`config.mk`:
```
export PLATFORM = sky130hd
export DESIGN_NAME = wide_add_sequencer
export DESIGN_NICKNAME = d
export VERILOG_FILES = /design/src/rtl/wide_add_sequencer_pkg.sv /design/src/rtl/wide_add_sequencer_carry_bypass_adder.sv /design/src/rtl/wide_add_sequencer.sv
export SDC_FILE = /design/constraint.sdc
export NUM_CORES = 1
export LEC_CHECK = 0
export CORE_MARGIN = 5
export CORE_UTILIZATION = 63
export CTS_BUF_LIST = sky130_fd_sc_hd__clkbuf_4
export DETAILED_ROUTE_END_ITERATION = 6
export DONT_BUFFER_PORTS = 1
export PLACE_DENSITY_LB_ADDON = 0.08
export SYNTH_ARGS = -nofsm -noshare
export SYNTH_HDL_FRONTEND = slang
export SYNTH_SLANG_ARGS = --single-unit
```
`constraint.sdc`:
```
create_clock -name clk -period 22.9 [get_ports clk]
set_input_delay 4.58 -clock clk [delete_from_list [all_inputs] [get_ports clk]]
set_output_delay 4.58 -clock clk [all_outputs]
set_load 0.02 [all_outputs]
```
`src/rtl/wide_add_sequencer_pkg.sv`:
```
// Shared constants and FSM encoding for the word-serial 128-bit adder.
package wide_add_sequencer_pkg;

    localparam int W     = 32;
    localparam int WORDS = 4;
    localparam int N     = W * WORDS;
    localparam int CNT_W = (WORDS > 1) ? $clog2(WORDS) : 1;

    typedef enum logic [1:0] {
        IDLE = 2'd0,
        ADD  = 2'd1,
        DONE = 2'd2
    } state_t;

    // Increment without an adder so the only arithmetic stays in the shared datapath.
    function automatic logic [CNT_W-1:0] cnt_inc(input logic [CNT_W-1:0] c);
        logic [CNT_W-1:0] r;
        logic             k;
        r = '0;
        k = 1'b1;
        for (int i = 0; i < CNT_W; i++) begin
            r[i] = c[i] ^ k;
            k    = k & c[i];
        end
        return r;
    endfunction

endpackage

```
`src/rtl/wide_add_sequencer_carry_bypass_adder.sv`:
```
// 32-bit carry-bypass adder: 4-bit ripple blocks whose carry skips over a fully-propagating block.
module CarryBypass_Adder (
    input  logic [31:0] a,
    input  logic [31:0] b,
    input  logic        cin,
    output logic [31:0] sum,
    output logic        cout
);

    localparam int BLK  = 4;
    localparam int NBLK = 32 / BLK;

    always_comb begin
        logic c;
        logic blk_cin;
        logic p;
        logic p_all;
        c       = cin;
        blk_cin = 1'b0;
        p       = 1'b0;
        p_all   = 1'b0;
        sum     = '0;
        for (int g = 0; g < NBLK; g++) begin
            blk_cin = c;
            p_all   = 1'b1;
            for (int i = 0; i < BLK; i++) begin
                p              = a[g*BLK+i] ^ b[g*BLK+i];
                sum[g*BLK+i]   = p ^ c;
                c              = (a[g*BLK+i] & b[g*BLK+i]) | (p & c);
                p_all          = p_all & p;
            end
            if (p_all)
                c = blk_cin;
        end
        cout = c;
    end

endmodule

```
`src/rtl/wide_add_sequencer.sv`:
```
// Word-serial N-bit adder: one W-bit pass per clock through a single shared 32-bit adder.
module wide_add_sequencer #(
    parameter int W     = 32,
    parameter int WORDS = 4
) (
    input  logic               clk,
    input  logic               rst,
    input  logic               in_valid,
    output logic               in_ready,
    input  logic [W*WORDS-1:0] a,
    input  logic [W*WORDS-1:0] b,
    input  logic               cin,
    output logic               out_valid,
    input  logic               out_ready,
    output logic [W*WORDS-1:0] sum,
    output logic               cout,
    output logic               ovf,
    output logic               busy
);
    import wide_add_sequencer_pkg::*;

    localparam int NB = W * WORDS;
    localparam int CW = (WORDS > 1) ? $clog2(WORDS) : 1;

    state_t          state, state_nx;
    logic [CW-1:0]   cnt;
    logic            carry;
    logic [NB-1:0]   op_a, op_b;
    logic [W-1:0]    add_a, add_b, add_sum;
    logic            add_cout;
    logic            last_word;
    logic            accept;
    logic [CW-1:0]   cnt_nx;

    assign add_a     = op_a[cnt*W +: W];
    assign add_b     = op_b[cnt*W +: W];
    assign last_word = (cnt == CW'(WORDS-1));
    assign accept    = (state == IDLE) && in_valid;

    CarryBypass_Adder u_adder (
        .a    (add_a),
        .b    (add_b),
        .cin  (carry),
        .sum  (add_sum),
        .cout (add_cout)
    );

    always_comb begin
        logic k;
        cnt_nx = '0;
        k      = 1'b1;
        for (int i = 0; i < CW; i++) begin
            cnt_nx[i] = cnt[i] ^ k;
            k         = k & cnt[i];
        end
    end

    always_comb begin
        state_nx  = state;
        in_ready  = 1'b0;
        out_valid = 1'b0;
        busy      = 1'b0;
        case (state)
            IDLE: begin
                in_ready = 1'b1;
                if (in_valid)
                    state_nx = ADD;
            end
            ADD: begin
                busy = 1'b1;
                if (last_word)
                    state_nx = DONE;
            end
            DONE: begin
                busy      = 1'b1;
                out_valid = 1'b1;
                if (out_ready)
                    state_nx = IDLE;
            end
            default: state_nx = IDLE;
        endcase
    end

    always_ff @(posedge clk or posedge rst) begin
        if (rst)
            state <= IDLE;
        else
            state <= state_nx;
    end

    always_ff @(posedge clk or posedge rst) begin
        if (rst) begin
            cnt   <= '0;
            carry <= 1'b0;
            op_a  <= '0;
            op_b  <= '0;
            sum   <= '0;
            cout  <= 1'b0;
            ovf   <= 1'b0;
        end else if (accept) begin
            cnt   <= '0;
            carry <= cin;
            op_a  <= a;
            op_b  <= b;
        end else if (state == ADD) begin
            sum[cnt*W +: W] <= add_sum;
            carry           <= add_cout;
            cnt             <= last_word ? '0 : cnt_nx;
            // Final word carries the sign bit, so overflow and carry-out are captured here.
            if (last_word) begin
                cout <= add_cout;
                ovf  <= (op_a[NB-1] == op_b[NB-1]) && (add_sum[W-1] != op_a[NB-1]);
            end
        end
    end

endmodule

```
* Word-level counts from Yosys, hierarchy flattened *
Index checks and enable logic that the tools add are counted.

cells by class
  $add $sub $neg = 1
  eq/ne operators = 8
  shifts and indexed selects = 4
  muxes and demuxes = 21
  bitwise logic cells = 187
  reductions and logical operators = 8

operators with widths
  kind                                                                       number
  128-bit by 8-bit indexed part select with 32-bit output                    2
  128-bit bitwise mux                                                        1
  32-bit by 34-bit variable shift with 128-bit output, first input constant  1
  32-bit by 34-bit indexed part select with 128-bit output                   1
  1-bit bitwise AND                                                          88
  1-bit XOR                                                                  65
  7-bit negator with 34-bit output                                           1
  1-bit OR                                                                   32
  1-bit 2-to-1 mux                                                           13
  2-bit 2-to-1 mux                                                           6
  2-bit != test, second input constant                                       3
  2-bit case mux with 3 select lines                                         1
  3-bit AND reduction                                                        2
  2-bit equality test, second input constant                                 2
  2-bit by 1-bit equality test with 1-bit output, second input constant      1
  1-bit logical AND                                                          2
  2-bit zero test                                                            1
  1-bit inverter                                                             2
  2-bit AND reduction                                                        1
  2-bit nonzero test                                                         1
  2-bit OR reduction                                                         1
  1-bit equality test                                                        1
  1-bit != test                                                              1

storage, ports and cells
  register bits = 391
  input port bits = 261
  word-level logic and storage cells = 237

* Depth between registers and ports, before layout *
  depth in word-level cells = 76
  depth in mapped cells = 52
  gate-level depth less buffers = 50

* By module *
A second synthesis with hierarchy kept.

second synthesis, totals
  cells, all modules = 1600
  area, all modules = 17301.6 um2

by module, submodules not included
  module              times used  cells an instance  area each (um2)  sequential area each (um2)
  wide_add_sequencer  1           1495               16037.9          9784.4
  CarryBypass_Adder   1           105                1263.7           0.0

* Worst setup path before layout *
No wires, ideal clock.

  path type = reg2reg
  start point = register cnt[1]
  end point = register sum[63]
  library setup time = 122 ps
  arrival = 15169 ps
  data required time = 22778 ps
  slack = 7609 ps
  cell stages (with the launch flop) = 51
  period minus slack after synthesis = 15291 ps
  path through = dfrtp_1 clkbuf_1 buf_2 mux4_2 fa_1 inv_1 fa_1 fa_1 fa_1 mux2_4 fa_1 fa_1 fa_1 fa_1 a41oi_1 nor2_1 fa_1 fa_1 [... 15 more ...] nand2_1 fa_1 fa_1 fa_1 fa_1 nor2_1 a31oi_1 fa_1 fa_1 fa_1 fa_1 mux2_2 fa_1 fa_1 fa_1 inv_1 fa_1 a32o_1

on the way
  cells in the longest elaborated chain, start to end = 74

ends and longest elaborated chain
  element                                                                     RTL line                                            source
  start, declared                                                             wide_add_sequencer.sv:26                            logic [CW-1:0] cnt;
  start signal, assigned                                                      wide_add_sequencer.sv:108                           cnt <= last_word ? '0 : cnt_nx;
  128-bit by 8-bit indexed part select with 32-bit output (on tied branches)  wide_add_sequencer.sv:35, wide_add_sequencer.sv:36
  1-bit XOR                                                                   wide_add_sequencer_carry_bypass_adder.sv:27         p = a[g*BLK+i] ^ b[g*BLK+i];
  1-bit bitwise AND                                                           wide_add_sequencer_carry_bypass_adder.sv:29         c = (a[g*BLK+i] & b[g*BLK+i]) | (p & c);
  1-bit OR                                                                    wide_add_sequencer_carry_bypass_adder.sv:29
  1-bit bitwise AND                                                           wide_add_sequencer_carry_bypass_adder.sv:29
  1-bit OR                                                                    wide_add_sequencer_carry_bypass_adder.sv:29
  1-bit bitwise AND                                                           wide_add_sequencer_carry_bypass_adder.sv:29
  1-bit OR                                                                    wide_add_sequencer_carry_bypass_adder.sv:29
  [... 58 more ...]                                                           -
  1-bit OR                                                                    wide_add_sequencer_carry_bypass_adder.sv:29
  1-bit bitwise AND                                                           wide_add_sequencer_carry_bypass_adder.sv:29
  1-bit OR                                                                    wide_add_sequencer_carry_bypass_adder.sv:29
  1-bit bitwise AND                                                           wide_add_sequencer_carry_bypass_adder.sv:29
  1-bit OR                                                                    wide_add_sequencer_carry_bypass_adder.sv:29
  1-bit XOR                                                                   wide_add_sequencer_carry_bypass_adder.sv:28         sum[g*BLK+i] = p ^ c;
  32-bit by 34-bit indexed part select with 128-bit output                    wide_add_sequencer.sv:106                           sum[cnt*W +: W] <= add_sum;
  128-bit bitwise mux (*)                                                     wide_add_sequencer.sv:106
  end signal, assigned by index                                               wide_add_sequencer.sv:106
  end, declared                                                               wide_add_sequencer.sv:15                            output logic [W*WORDS-1:0] sum,

Mark *: on every way between the ends. The rest lies on a longest branch, timed or not.
A chain may end at the register's enable or synchronous reset.

* Final worst setup path *
  start point = register cnt[0]
  end point = register ovf

on the way
  cells in the longest elaborated chain, start to end = 74

ends and longest elaborated chain
  element                                                                     RTL line                                            source
  128-bit by 8-bit indexed part select with 32-bit output (on tied branches)  wide_add_sequencer.sv:35, wide_add_sequencer.sv:36
  1-bit XOR                                                                   wide_add_sequencer_carry_bypass_adder.sv:27
  1-bit bitwise AND                                                           wide_add_sequencer_carry_bypass_adder.sv:29
  1-bit OR                                                                    wide_add_sequencer_carry_bypass_adder.sv:29
  1-bit bitwise AND                                                           wide_add_sequencer_carry_bypass_adder.sv:29
  1-bit OR                                                                    wide_add_sequencer_carry_bypass_adder.sv:29
  1-bit bitwise AND                                                           wide_add_sequencer_carry_bypass_adder.sv:29
  1-bit OR                                                                    wide_add_sequencer_carry_bypass_adder.sv:29
  [... 58 more ...]                                                           -
  1-bit OR                                                                    wide_add_sequencer_carry_bypass_adder.sv:29
  1-bit bitwise AND                                                           wide_add_sequencer_carry_bypass_adder.sv:29
  1-bit OR                                                                    wide_add_sequencer_carry_bypass_adder.sv:29
  1-bit bitwise AND                                                           wide_add_sequencer_carry_bypass_adder.sv:29
  1-bit OR                                                                    wide_add_sequencer_carry_bypass_adder.sv:29
  1-bit XOR                                                                   wide_add_sequencer_carry_bypass_adder.sv:28
  1-bit != test                                                               wide_add_sequencer.sv:112                           ovf <= (op_a[NB-1] == op_b[NB-1]) && (add_sum[W-1] != op_a[NB-1]);
  1-bit logical AND                                                           wide_add_sequencer.sv:112
  end signal, assigned                                                        wide_add_sequencer.sv:112
  end, declared                                                               wide_add_sequencer.sv:17                            output logic ovf,

Several ways; a longest one is shown, not always the timed one.

==> results_dict.tcl <==
set metrics [dict create \
    p_sw_w 0.00143 \
    syn_area_um2 17400 \
    numCtsBuffers 99 \
    rsz0062_at_grt "false" \
    p_int_w 0.00181 \
    yosysSeqAreaShare_pct 56.1 \
    synth.area.mux_share_pct 8.53 \
    io_buffers 0 \
    crit_type "flop to flop" \
    holdPathEnd "op_a[75]$_DFFE_PP0P_" \
    hp-class "flop to flop" \
    max-vdd-ir-drop_mv 0.0728 \
    cp_top_family "adder cells" \
    synth.distinct_cells 35 \
    antenna_found_initial 7 \
    ioPinCount 394 \
    die_h_um 176 \
    max-slew-margin-rel_pct 19.2 \
    min_period_ns 16.20 \
    cp_max_fo 38 \
    cpMostUsedCell "fa_1" \
    setup_ws_ns 6.70 \
    grt_pass1_vias 12500 \
    clkTransAtPathRegs_ns 0.06 \
    ctsResizeCount 0 \
    num_rows 61 \
    worst-path-buf-inv 2 \
    post-route-period-util_pct 70.7 \
    nNetsFinal 2132 \
    wl_per_cell_um 19.4 \
    drive_above_1_share_pct 12.6 \
    pwr-share-comb_pct 42.9 \
    syn_inst 1782 \
    hold_depth 2 \
    min-delay-start "op_a[75]$_DFFE_PP0P_" \
    hold_buffers 0 \
    synth_top_family_by_area "simple AND/OR/NAND/NOR gates" \
    finalSetupViolCount 0 \
    fillerInstances 2216 \
    vias 12300 \
    async_flop_share_pct 100 \
    drc 0 \
    syn_avg_cell_area_um2 9.78 \
    drt-initial-drc-count 1047 \
    dieWidth_um 176 \
    power.leakage_nw 9.64 \
    syn_to_final_growth_pct 8.13 \
    place_ws_ns 6.64 \
    synthFlopType "dfrtp_1" \
    fin_tns_setup_ns 0 \
    p_seq_share_pct 39.9 \
    slowest_stage "dfrtp_4" \
    dp_hpwl_um 30800 \
    wl_um 43600 \
    root_buffer "clkbuf_4" \
    cts_setup_buffers 0 \
    maxCapViolations 0 \
    end_kind "flop" \
    grt_pass1_wl_um 67600 \
    antenna_left 0 \
    fmax_mhz 61.7 \
    fin_skew_ns 0.0584 \
    reg2reg_to "ovf$_DFFE_PP0P_" \
    synth_nets 2116 \
    cts_tree "done" \
    rr_startpoint "cnt[0]$_DFFE_PP0P_" \
    clockBufferDepth 3 \
    grt_max_degree 175 \
    die_area_um2 31100 \
    swShare_pct 44.1 \
    yosysWarnings 0 \
    hold_viol_final 0 \
    start_util_pct 63.3 \
    insertion_delay_ns 0.74 \
    gr-total-overflow 0 \
    startpoint_type "flop" \
    htree_levels 3 \
    place.gp.congestion 0.842 \
    synthXorXnorAreaFrac_pct 0 \
    synthSimpleGateAreaFrac_pct 20.5 \
    synth-compound-area-share_pct 4.48 \
    worst_pin_slew_ns 1.21 \
    status "completed" \
    synthAdderAreaFrac_pct 6.62 \
    reg2reg_setup_slack_ns 6.70 \
    cts_sinks 391 \
    power.density_nw_per_um2 172 \
    synth_edf_count 0 \
    arrival_ns 16.82 \
    max_stage_delay_ns 0.90 \
    avgViaCountPerCell 5.47 \
    dr.pass1.iters 5 \
    report.final.slew_viol_count 0 \
    power_w 0.00324 \
    ys_ff_latch 391 \
    groute.usage.overall_pct 28.0 \
    core_area_um2 27600 \
    critPathRequiredTime_ns 23.52 \
    r2r_cells 50 \
    clkPwrFrac_pct 17.2 \
]
-- power groups by stage --
stage | sequential [W] | combinational (W) | clock, W
after floorplan | 0.00121 | 0.000988 | 0
after global placement | 0.00129 | 0.00135 | 0
after detailed placement | 0.00130 | 0.00139 | 0
after CTS | 0.00129 | 0.00139 | 0.000575
after global routing | 0.00133 | 0.00156 | 0.000610
final | 0.00129 | 0.00139 | 0.000558
-- flip-flops by register name, indices dropped and copies added (netlist names) --
| register | cells |
|---|---|
| sum | 128 |
| state | 2 |
| cout | 1 |
| op_b | 128 |
| cnt | 2 |
| ovf | 1 |
| op_a | 128 |
| carry | 1 |
-- tightest hold or removal path, cell delays in order, from the launching register on --
cell and delay [ns]:
dfrtp_1 0.34, nand2_1 0.05, nand2_1 0.05
-- area by class of cell --
| type | instances | area, µm² | share of cell area, % |
|---|---|---|---|
| diodes | 6 | 15.0 | 0.0796 |
| clock buffers | 146 | 1100 | 5.81 |
| clock inverters | 20 | 93.8 | 0.498 |
| inverters | 71 | 274 | 1.45 |
| multi-input cells | 1223 | 7010 | 37.2 |
| flip-flops and latches | 391 | 9790 | 51.9 |
| well taps | 378 | 473 | 2.51 |
| repair buffers | 12 | 103 | 0.544 |
-- synth_stat cells (all sizes together) (6+ instances only) --
library cell,instances,share of area [%]
mux4,64,8.3
clkbuf,76,1.6
inv,71,1.5
dfrtp,391,56
o21ai,129,3.7
nand2,905,19
nand4,6,0.22
buf,21,0.59
fa,32,3.7
ha,41,2.9
nor2,11,0.24
a22o,6,0.30
-- cells in the final DEF, fill, tap and decap left out, types with 2 or more instances in the layout --
master / instances
and4_1: 2
nor3_1: 2
a32o_1: 2
a22o_1: 6
diode_2: 6
mux2i_1: 2
clkinv_4: 3
a21oi_1: 2
nand2b_1: 4
nor2_1: 11
a31oi_1: 2
dfrtp_1: 389
dfrtp_4: 2
ha_1: 41
o21ai_0: 125
nand2_1: 904
inv_1: 70
buf_4: 11
clkinv_1: 16
mux4_2: 64
clkbuf_4: 146
nand4_1: 6
fa_1: 32
o21ai_1: 3
-- how the worst max path moves through the flow --
stage | from | to | cells past startpoint | slack [ns]
4_1_cts | cnt[0]$_DFFE_PP0P_ | ovf$_DFFE_PP0P_ | 50 | 6.61
6_report | cnt[0]$_DFFE_PP0P_ | ovf$_DFFE_PP0P_ | 50 | 6.70
3_3_place_gp | cnt[0]$_DFFE_PP0P_ | sum[63]$_DFFE_PP0P_ | 48 | 6.80
3_5_place_dp | cnt[0]$_DFFE_PP0P_ | sum[63]$_DFFE_PP0P_ | 48 | 6.64
2_1_floorplan | rst | carry$_DFFE_PP0P_ | 1 | 7.45
5_1_grt | cnt[0]$_DFFE_PP0P_ | ovf$_DFFE_PP0P_ | 50 | 5.88
-- kinds of logic after synthesis --
| logic type | after synthesis |
|---|---|
| buffers and inverters | 168 |
| muxes | 68 |
| AOI/OAI and AO/OA | 145 |
| and+or+nand+nor | 937 |
| DFF | 391 |
| adders and majority gates | 73 |
-- metrics by stage --
step	instances	util [%]	hold WS [ns]	instance area, µm²
after floorplan	1782	-	0.440	17400
after global placement	2075	64.1	0.453	17600
after detailed placement	2075	64.1	0.458	17600
after CTS	2241	68.4	0.472	18800
after global routing	2247	68.4	0.485	18900
final	2247	68.4	0.469	18900
-- routing by layer --
layer	vias up	wire [µm]	GRT usage (%)
li1	5753	-	-
met1	6005	17900	38.6
met2	458	20700	42.8
met3	76	3810	8.69
met4	2	1170	9.99
met5	-	13	0
(Power assumes the default switching activity.)
